### config.mk
export PLATFORM = sky130hd
export DESIGN_NAME = uart_tx_mmio
export DESIGN_NICKNAME = d
export VERILOG_FILES = /design/src/rtl/uart_tx_pkg.sv /design/src/rtl/tx_fifo.sv /design/src/rtl/uart_tx_mmio.sv
export SDC_FILE = /design/constraint.sdc
export NUM_CORES = 1
export LEC_CHECK = 0
export CORE_UTILIZATION = 50
export DETAILED_ROUTE_END_ITERATION = 8
export PLACE_DENSITY = 0.8
export SYNTH_ARGS = -nofsm -noshare
export SYNTH_HDL_FRONTEND = slang
export SYNTH_SLANG_ARGS = --single-unit
### constraint.sdc
create_clock -name clk -period 7.69 [get_ports clk]
set_input_delay 1.538 -clock clk [delete_from_list [all_inputs] [get_ports clk]]
set_output_delay 1.538 -clock clk [all_outputs]
set_load 0.02 [all_outputs]
### src/rtl/uart_tx_pkg.sv
`default_nettype none
// +----------------------------------------------------------------------------+
// | Package : uart_tx_pkg                                                      |
// | Shared register offsets, STATUS/CTRL bit positions and serialiser states  |
// | for the memory-mapped UART transmitter.                                    |
// | Revision: 1.0  initial release                                             |
// +----------------------------------------------------------------------------+
package uart_tx_pkg;

  // Register offsets as decoded from addr[3:2]
  localparam logic [1:0] REG_TXDATA  = 2'd0;
  localparam logic [1:0] REG_STATUS  = 2'd1;
  localparam logic [1:0] REG_CTRL    = 2'd2;
  localparam logic [1:0] REG_BAUDDIV = 2'd3;

  // STATUS bit indices
  localparam int STAT_FULL  = 0;
  localparam int STAT_EMPTY = 1;
  localparam int STAT_BUSY  = 2;
  localparam int STAT_OVF   = 3;

  // CTRL bit indices
  localparam int CTRL_TX_EN  = 0;
  localparam int CTRL_IRQ_EN = 1;

  typedef enum logic [1:0] {
    TX_IDLE  = 2'd0,
    TX_START = 2'd1,
    TX_DATA  = 2'd2,
    TX_STOP  = 2'd3
  } tx_state_t;

endpackage
`default_nettype wire

### src/rtl/tx_fifo.sv
`default_nettype none
// +----------------------------------------------------------------------------+
// | Module  : tx_fifo                                                          |
// | Synchronous FIFO holding bytes waiting for the serialiser. A push while    |
// | full is accepted only when a pop happens in the same cycle. No bypass:     |
// | a pushed entry becomes visible at dout on the following cycle.             |
// | Revision: 1.0  initial release                                             |
// +----------------------------------------------------------------------------+
module tx_fifo #(
  parameter int DEPTH = 8,
  parameter int WIDTH = 8
) (
  input  logic             clk,
  input  logic             rst,
  input  logic             push,
  input  logic             pop,
  input  logic [WIDTH-1:0] din,
  output logic [WIDTH-1:0] dout,
  output logic             full,
  output logic             empty
);

  localparam int AW = $clog2(DEPTH);
  localparam int CW = AW + 1;
  localparam logic [CW-1:0] c_full_cnt = CW'(DEPTH);

  logic [WIDTH-1:0] r_mem [DEPTH];
  logic [AW-1:0]    r_wr_ptr;
  logic [AW-1:0]    r_rd_ptr;
  logic [CW-1:0]    r_count;
  logic             w_do_pop;
  logic             w_do_push;

  assign w_do_pop  = pop & ~empty;
  assign w_do_push = push & (~full | w_do_pop);

  // Pointer and occupancy bookkeeping; pointers wrap naturally (power-of-two depth)
  always_ff @(posedge clk or negedge rst) begin
    if (!rst) begin
      r_wr_ptr <= '0;
      r_rd_ptr <= '0;
      r_count  <= '0;
    end else begin
      if (w_do_push) r_wr_ptr <= r_wr_ptr + AW'(1);
      if (w_do_pop)  r_rd_ptr <= r_rd_ptr + AW'(1);
      case ({w_do_push, w_do_pop})
        2'b10:   r_count <= r_count + CW'(1);
        2'b01:   r_count <= r_count - CW'(1);
        default: r_count <= r_count;
      endcase
    end
  end

  // Storage array; needs no reset since occupancy gates every read
  always_ff @(posedge clk) begin
    if (w_do_push) r_mem[r_wr_ptr] <= din;
  end

  assign dout  = r_mem[r_rd_ptr];
  assign full  = (r_count == c_full_cnt);
  assign empty = (r_count == '0);

endmodule
`default_nettype wire

### src/rtl/uart_tx_mmio.sv
`default_nettype none
// +----------------------------------------------------------------------------+
// | Module  : uart_tx_mmio                                                     |
// | Memory-mapped 8N1 UART transmitter on the load/store data bus. Bytes       |
// | written to TXDATA are queued in tx_fifo and serialised LSB first on tx.    |
// | Optional feature macro: UART_TX_IRQ_EN (adds irq output and CTRL[1]).      |
// | Revision: 1.0  initial release                                             |
// +----------------------------------------------------------------------------+
module uart_tx_mmio
  import uart_tx_pkg::*;
#(
  parameter int FIFO_DEPTH  = 8,
  parameter int DIV_W       = 16,
  parameter int DEFAULT_DIV = 868
) (
  input  logic        clk,
  input  logic        rst,
  input  logic        cs,
  input  logic        wr,
  input  logic [3:0]  mask,
  input  logic [31:0] addr,
  input  logic [31:0] data_wr,
  output logic [31:0] data_rd,
`ifdef UART_TX_IRQ_EN
  output logic        irq,
`endif
  output logic        tx
);

  tx_state_t        r_state, w_state_nxt;
  logic [7:0]       r_shift, w_shift_nxt;
  logic [DIV_W-1:0] r_div, w_div_nxt;
  logic [DIV_W-1:0] r_cnt, w_cnt_nxt;
  logic [2:0]       r_bit, w_bit_nxt;
  logic             r_tx, w_tx_nxt;
  logic             r_tx_en;
  logic             r_ovf;
  logic [DIV_W-1:0] r_baud;
  logic [DIV_W-1:0] w_baud_wr;
  logic [DIV_W-1:0] w_div_new;
  logic [1:0]       w_sel;
  logic             w_reg_wr;
  logic             w_push;
  logic             w_pop;
  logic             w_full;
  logic             w_empty;
  logic             w_busy;
  logic             w_bit_end;
  logic             w_can_start;
  logic             w_irq_en_rd;
  logic [7:0]       w_fifo_dout;
  logic             w_unused_bits;

  assign w_sel       = addr[3:2];
  assign w_reg_wr    = cs & wr;
  assign w_push      = w_reg_wr & (w_sel == REG_TXDATA) & mask[0];
  assign w_busy      = (r_state != TX_IDLE);
  assign w_bit_end   = (r_cnt == r_div - DIV_W'(1));
  assign w_can_start = r_tx_en & ~w_empty;
  // A zero divider would never end a bit; treat it as one clock per bit
  assign w_div_new   = (r_baud == '0) ? DIV_W'(1) : r_baud;
  assign w_unused_bits = ^{addr, data_wr, mask};

  // Byte-lane merge for BAUDDIV writes
  for (genvar gi = 0; gi < DIV_W; gi++) begin : g_baud_bit
    assign w_baud_wr[gi] = mask[gi/8] ? data_wr[gi] : r_baud[gi];
  end

  tx_fifo #(
    .DEPTH (FIFO_DEPTH),
    .WIDTH (8)
  ) u_fifo (
    .clk   (clk),
    .rst   (rst),
    .push  (w_push),
    .pop   (w_pop),
    .din   (data_wr[7:0]),
    .dout  (w_fifo_dout),
    .full  (w_full),
    .empty (w_empty)
  );

  // Serialiser state register; tx is registered so it trails the state by one clock
  always_ff @(posedge clk or negedge rst) begin
    if (!rst) begin
      r_state <= TX_IDLE;
      r_shift <= '0;
      r_div   <= DIV_W'(1);
      r_cnt   <= '0;
      r_bit   <= '0;
      r_tx    <= 1'b1;
    end else begin
      r_state <= w_state_nxt;
      r_shift <= w_shift_nxt;
      r_div   <= w_div_nxt;
      r_cnt   <= w_cnt_nxt;
      r_bit   <= w_bit_nxt;
      r_tx    <= w_tx_nxt;
    end
  end

  // Next-state, bit timing and FIFO pop decision
  always_comb begin
    w_state_nxt = r_state;
    w_shift_nxt = r_shift;
    w_div_nxt   = r_div;
    w_cnt_nxt   = w_bit_end ? '0 : r_cnt + DIV_W'(1);
    w_bit_nxt   = r_bit;
    w_tx_nxt    = 1'b1;
    w_pop       = 1'b0;
    case (r_state)
      TX_IDLE: begin
        w_cnt_nxt = '0;
        if (w_can_start) begin
          w_pop       = 1'b1;
          w_shift_nxt = w_fifo_dout;
          w_div_nxt   = w_div_new;
          w_state_nxt = TX_START;
        end
      end
      TX_START: begin
        w_tx_nxt = 1'b0;
        if (w_bit_end) begin
          w_bit_nxt   = '0;
          w_state_nxt = TX_DATA;
        end
      end
      TX_DATA: begin
        w_tx_nxt = r_shift[0];
        if (w_bit_end) begin
          w_shift_nxt = {1'b0, r_shift[7:1]};
          w_bit_nxt   = r_bit + 3'd1;
          if (r_bit == 3'd7) w_state_nxt = TX_STOP;
        end
      end
      TX_STOP: begin
        w_tx_nxt = 1'b1;
        if (w_bit_end) begin
          // Chain straight into the next frame when more data is queued
          if (w_can_start) begin
            w_pop       = 1'b1;
            w_shift_nxt = w_fifo_dout;
            w_div_nxt   = w_div_new;
            w_state_nxt = TX_START;
          end else begin
            w_state_nxt = TX_IDLE;
          end
        end
      end
      default: w_state_nxt = TX_IDLE;
    endcase
  end

  // Control/status registers written from the bus
  always_ff @(posedge clk or negedge rst) begin
    if (!rst) begin
      r_tx_en <= 1'b0;
      r_ovf   <= 1'b0;
      r_baud  <= DIV_W'(DEFAULT_DIV);
    end else begin
      if (w_push & w_full & ~w_pop) begin
        r_ovf <= 1'b1;
      end else if (w_reg_wr && w_sel == REG_STATUS && mask[0] && data_wr[STAT_OVF]) begin
        r_ovf <= 1'b0;
      end
      if (w_reg_wr && w_sel == REG_CTRL && mask[0]) r_tx_en <= data_wr[CTRL_TX_EN];
      if (w_reg_wr && w_sel == REG_BAUDDIV)         r_baud  <= w_baud_wr;
    end
  end

`ifdef UART_TX_IRQ_EN
  logic r_irq_en;
  logic r_irq;

  // Interrupt enable and level interrupt raised when the transmitter has fully drained
  always_ff @(posedge clk or negedge rst) begin
    if (!rst) begin
      r_irq_en <= 1'b0;
      r_irq    <= 1'b0;
    end else begin
      if (w_reg_wr && w_sel == REG_CTRL && mask[0]) r_irq_en <= data_wr[CTRL_IRQ_EN];
      r_irq <= r_irq_en & w_empty & ~w_busy;
    end
  end

  assign w_irq_en_rd = r_irq_en;
  assign irq         = r_irq;
`else
  assign w_irq_en_rd = 1'b0;
`endif

  // Combinational read mux; zero when not selected
  always_comb begin
    data_rd = '0;
    if (cs) begin
      case (w_sel)
        REG_STATUS:  data_rd = {28'd0, r_ovf, w_busy, w_empty, w_full};
        REG_CTRL:    data_rd = {30'd0, w_irq_en_rd, r_tx_en};
        REG_BAUDDIV: data_rd = 32'(r_baud);
        default:     data_rd = '0;
      endcase
    end
  end

  assign tx = r_tx;

endmodule
`default_nettype wire
==> results of run 1 <==
==> power by group through the flow <==
stage	registers [W]	logic [W]	clock network, W
6_report	0.00111	0.000771	0.000832
5_1_grt	0.00114	0.000847	0.000877
4_1_cts	0.00111	0.000774	0.000844
3_5_place_dp	0.00112	0.000762	0
3_3_place_gp	0.00111	0.000718	0
2_1_floorplan	0.00103	0.000675	0
==> path summary, 6_finish.rpt <==
kind	from	end	slack, ns	cells past startpoint
max	addr[3]	data_rd[9]	2.40	5
min	r_shift[0]	tx	0.49	1
max reg2reg	r_div[1]	u_fifo.r_count[2]	2.90	17
min reg2reg	r_shift[0]	tx	0.49	1
max in group asynchronous	rst	r_state[1]	5.80	1
min in group asynchronous	rst	r_div[11]	1.28	1
==> cell type report <==
class / count / area share (%)
Clock buffer: 19 / 5.670
Sequential cell: 138 / 48.42
Timing Repair Buffer: 41 / 5.190
Tap cell: 176 / 2.819
Clock inverter: 13 / 2.146
Multi-Input combinational cell: 342 / 35.08
Inverter: 14 / 0.6728
==> flip-flops by register name (all words and copies together), names as in the netlist, 4 cells and up <==
register and flops:
r_baud 16, r_shift 8, r_cnt 16, u_fifo.r_mem 64, u_fifo.r_count 4, r_div 16
==> placed cells by master (no fill, tap or decap), types with 12 or more instances in the layout <==
cell	n
mux2i_1	12
nor2_1	36
mux2_2	39
and2_1	15
ha_1	15
conb_1	16
nand2_1	27
o21ai_0	14
xor2_1	24
edfxtp_1	64
mux4_2	16
clkdlybuf4s50_1	39
xnor2_1	16
clkbuf_16	17
dfrtp_1	67
inv_1	14
==> per-stage QoR <==
stage	power [W]	setup slack, ns	hold WS [ns]
2_1_floorplan	0.001702	3.628	0.4491
3_3_place_gp	0.001829	2.497	0.4664
3_5_place_dp	0.001887	2.435	0.4688
4_1_cts	0.002731	2.421	0.4862
5_1_grt	0.002865	2.258	0.5137
6_report	0.002718	2.403	0.4921
==> cell families after synthesis <==
logic type,after synthesis
flops,138
buf+inv,52
fa+ha+maj,15
compound gates,49
xor+xnor,40
simple gates,151
other cells,1
mux,71
==> worst max-delay path, cell delays in order <==
cell and delay (ns):
clkdlybuf4s50_1 0.61, inv_1 0.15, nor2_1 0.59, and2_1 0.23
clkdlybuf4s50_1 0.62
==> per-layer routing <==
metal	global-route usage, %	wire length (um)
met1	26.59	5705
met2	34.82	6888
met3	4.392	717
met4	7.692	182
met5	0	0
==> out/qor.csv, run 1 <==
stage,metric,value,unit
sta,Tmin final,5.287,ns
clocking,clock-pin transition on the worst setup and hold timing paths,0.06,ns
critical_path,Setup crit end kind,output port,
cells_and_area,Final Cell Area,7811,um^2
critical_path,Crit Path Max Fanout,13,
critical_path,CP arrival,3.75,ns
sta,Final Skew,0.009758,ns
yosys,"EDFF count, synth",64,
placement,Placed Cells,711,
yosys,post-synthesis sequential area ratio,56.01,%
yosys,main combinational cell family by area after synthesis,multiplexers,
power,PD cells,347.9,nW/um^2
critical_path,Setup crit start kind,primary input,
clocking,Hold Buf Count CTS,0,
power,Leakage,3.068,nW
sta,Slew @ Worst Pin,1.131,ns
grt,GRT Residual Overflow,0,
grt,largest net degree at the start of global routing,75,
grt,initial antenna violation count,0,
sta,part of the cycle the worst path needs,68.75,%
clocking,Max clock buf depth,2,
floorplan,core area,13190,um^2
placement,port bufs,40,
route,Pre-antenna DRT Iters,4,
clocking,CTS tree,built,
clocking,cts repair resizes,0,
yosys,Yosys top cell by area,edfxtp_1,
yosys,Adder-Cell Fraction of Synth Area,2.779,%
cells_and_area,Multi-input gate area,2740,um^2
critical_path,WP data required,6.15,ns
critical_path,CP Class,in2out,
yosys,Post-Synth XOR/XNOR Area,5.188,%
power,Flop pwr share,41.0,%
power,clock share of power,30.6,%
clocking,CTS Buf Count,17,
yosys,most common cell in the synthesized netlist,dfrtp_1,
route,# DRC,0,
yosys,Synth Instances,517,
yosys,post-synthesis simple-gate area fraction,12.19,%
power,Psw,0.0008815,W
clocking,CTS sink cnt,138,
sta,RSZ-0062 raised after global routing,no,
cells_and_area,share of cells above drive strength 1,17.46,%
route,final WL,13.49,mm
route,DR WL/cell,18.16,um
grt,number of global-route vias before repair,4327,
cells_and_area,register area,3782,um^2
yosys,"top cells by count, synth","dfrtp_1, edfxtp_1, mux2_2",
yosys,Cell variety after synth,65,
yosys,#FFs+latches synth,138,
route,DRT antenna net count,0,
cells_and_area,fin util,59.22,%
run,max-cap viol count,0,
floorplan,Ports,105,
power,power share of the combinational group,28.4,%
cells_and_area,final net count,641,
sta,f_max,189.2,MHz
power,Pint,0.001836,W
sta,max-slew violations,0,
placement,Final GP Congestion,0.8129,
clocking,worst skew pair latency,0.41,ns
yosys,Compound-Gate Fraction of Synth Area,5.244,%
sta,final hold vios,0,
floorplan,num rows,42,
yosys,Avg Synthesized Cell Area,13.06,um^2
yosys,ys flop type,dfrtp_1,
sta,Slew headroom,24.57,%
route,routed vias,4227,
placement,DP Area,7201,um^2
sta,setup violators final,0,
clocking,H-tree level count,4,
cells_and_area,ant diodes,0,
yosys,"Async S/R FF share, synth",53.62,%
cells_and_area,synth-to-layout area growth,15.68,%
power,switching portion of total power,32.44,%
outcome,outcome,"finished, final reports clean",
placement,Detail Placement HPWL,9.055,mm
floorplan,initial core utilization,51.20,%
floorplan,die height,118.2,um
grt,first-pass GRT wire length,22.25,mm
yosys,synthesized cell area,6753,um^2
yosys,largest cells by area after synthesis,"edfxtp_1, dfrtp_1, mux2_2, mux4_2, xor2_1",
min_path,worst min path class,reg2reg,
clocking,Root Driver,clkbuf_16,
route,vias per std cell,5.689,
power,VDD IR max,230.8,uV
yosys,yosys warns,0,
grt,GRT Overall Usage,20.78,%
floorplan,die area,13970,um^2
sta,setup TNS,0,ns
clocking,# Post-CTS Setup Buffers,0,
route,DRT iter0 DRCs,289,
cells_and_area,final non-filler cell total,743,
floorplan,Die X,118.2,um
yosys,share of the synthesized area in the top cell type,28.46,%
yosys,post-synthesis mux area share,14.29,%
cells_and_area,Layout fillers,980,
No activity file was read; power rests on OpenSTA's default activity.
==> run 2, diff against run 1 <==
Clock period 7.69 ns to 5.1 ns, I/O delays scaled along.
==> run 2 against run 1 <==
Final area increased by 0.29%. Worst setup slack got worse by 2.0 ns. Clock power is 55% higher. Count of clock-buffer cells in the layout is 1 lower. Critical path depth increased by 12.
==> out/qor.csv, run 2 (synthesis gave the netlist of run 1 again) <==
stage,metric,value,unit
power,Leakage,3.078,nW
clocking,CTS tree,built,
placement,Final GP Congestion,0.8142,
clocking,Hold Buf Count CTS,0,
sta,Slew @ Worst Pin,1.200,ns
clocking,Max clock buf depth,2,
power,Tot Pwr,0.004132,W
clocking,worst skew pair latency,0.42,ns
floorplan,die height,118.2,um
cells_and_area,final net count,641,
route,DRT antenna net count,0,
sta,RSZ-0062 raised after global routing,no,
route,DR WL/cell,17.61,um
sta,setup violators final,0,
grt,largest net degree at the start of global routing,75,
floorplan,initial core utilization,51.20,%
route,metal1 wirelength,5.794,mm
outcome,outcome,"finished, final reports clean",
critical_path,CP arrival,4.95,ns
cells_and_area,synth-to-layout area growth,16.01,%
cells_and_area,"commonest non-fill, non-tap cells in the layout","dfrtp_1, edfxtp_1, mux2_2, clkdlybuf4s50_1, nor2_1",
sta,Final WS setup,0.4514,ns
route,final WL,13.08,mm
clocking,clock-pin transition on the worst setup and hold timing paths,0.06,ns
placement,port bufs,40,
min_path,worst min path class,reg2reg,
critical_path,Slowest cell on crit path,or3b_1,
placement,Place WS,0.4496,ns
sta,setup TNS,0,ns
grt,number of global-route vias before repair,4171,
critical_path,Crit Path Max Fanout,11,
route,Pre-antenna DRT Iters,6,
critical_path,cells along the critical path,inv_1 -> ha_1 -> or3b_1 -> or3_1 -> or4b_1 -> a32oi_1 -> and3_2 -> a41oi_4 -> a21oi_2 -> inv_1 -> ha_1 -> xor2_1 -> ha_1 -> a21oi_1 -> xor2_1 -> nor2_1 -> xor2_1,
grt,GRT Overall Usage,19.91,%
critical_path,Setup crit end kind,flip-flop,
sta,Final Skew,0.007993,ns
cells_and_area,ant diodes,0,
critical_path,CP Class,reg2reg,
grt,initial antenna violation count,0,
floorplan,num rows,42,
cells_and_area,largest register by flop count,u_fifo.r_mem,
route,# DRC,0,
floorplan,die area,13970,um^2
cells_and_area,share of cells above drive strength 1,17.46,%
sta,part of the cycle the worst path needs,91.15,%
sta,f_max,215.1,MHz
sta,Fin Hold WS,0.4977,ns
route,DR top layer,met4,
critical_path,Setup crit start kind,flip-flop,
route,DRT iter0 DRCs,263,
power,VDD IR max,284.0,uV
clocking,CTS Buf Count,17,
route,met3 routed WL,668,um
placement,Detail Placement HPWL,8.860,mm
grt,first-pass GRT wire length,21.35,mm
sta,max-slew violations,0,
floorplan,Ports,105,
run,max-cap viol count,0,
sta,Slew headroom,19.38,%
route,met2 wire length,6.492,mm
clocking,CTS sink cnt,138,
critical_path,WP data required,5.40,ns
floorplan,Die X,118.2,um
grt,GRT Residual Overflow,0,
clocking,Root Driver,clkbuf_16,
route,vias per std cell,5.596,
cells_and_area,fin util,59.39,%
cells_and_area,Layout fillers,998,
cells_and_area,Largest register FFs,64,
critical_path,crit-path max cell delay,0.51,ns
cells_and_area,"commonest non-fill, non-tap cell in the layout",dfrtp_1,
sta,Tmin final,4.649,ns
route,routed vias,4158,
sta,final hold vios,0,
power,PD cells,527.4,nW/um^2
clocking,H-tree level count,4,
floorplan,core area,13190,um^2
[run 2: critical path: cells and delay by family (launching register included)]
kind / cells / cell delay, ns
buf+inv: 2 / 0.23
fa+ha+maj: 3 / 0.74
simple gates: 5 / 1.72
compound gates: 4 / 0.97
flops: 1 / 0.38
xor+xnor: 3 / 0.48
[run 2: final cells by class]
| class | instances | area [um^2] | area share [%] |
|---|---|---|---|
| clock inverter | 14 | 193.9 | 2.476 |
| tap | 176 | 220.2 | 2.811 |
| clock buffer | 18 | 429.2 | 5.478 |
| sequential | 138 | 3782 | 48.28 |
| timing repair buffer | 41 | 405.4 | 5.175 |
| inverter | 14 | 52.55 | 0.6708 |
| multi-input combinational | 342 | 2750 | 35.11 |
[run 2: layer usage]
layer | vias to the layer above | GRT usage, %
li1 | 1931 | -
met1 | 2081 | 26.84
met2 | 132 | 32.65
met3 | 14 | 4.778
met4 | 0 | 4.647
met5 | - | 0
[run 2: through the flow]
step                      cell area (um^2)  cells
after floorplan                       6809    532
after global placement                7201    711
after detailed placement              7201    711
after CTS                             7824    743
after global routing                  7834    743
final                                 7834    743
[run 2: power breakdown]
group | leakage [nW] | internal (W) | switching (W)
Clock | 0.303 | 0.000822 | 0.000471
Sequential | 1.50 | 0.00138 | 0.000297
Combinational | 1.27 | 0.000604 | 0.000560
Total | 3.08 | 0.00280 | 0.00133
[run 2: final timing paths]
| kind | startpoint | slack, ns | cells past startpoint | end |
|---|---|---|---|---|
| worst max-delay path | r_div[1] | 0.45 | 17 | u_fifo.r_count[2] |
| worst min register to register | r_shift[0] | 0.50 | 1 | tx |
| worst min-delay path | r_shift[0] | 0.50 | 1 | tx |
| min in group asynchronous | rst | 0.73 | 1 | r_cnt[15] |
| max in group asynchronous | rst | 3.72 | 1 | r_baud[1] |
| worst max register to register | r_div[1] | 0.45 | 17 | u_fifo.r_count[2] |
[run 2: repair_timing]
action                     4_1_cts  5_1_grt
resized for setup                0        2
setup endpoints to repair        0        1
setup buffers                    0        0
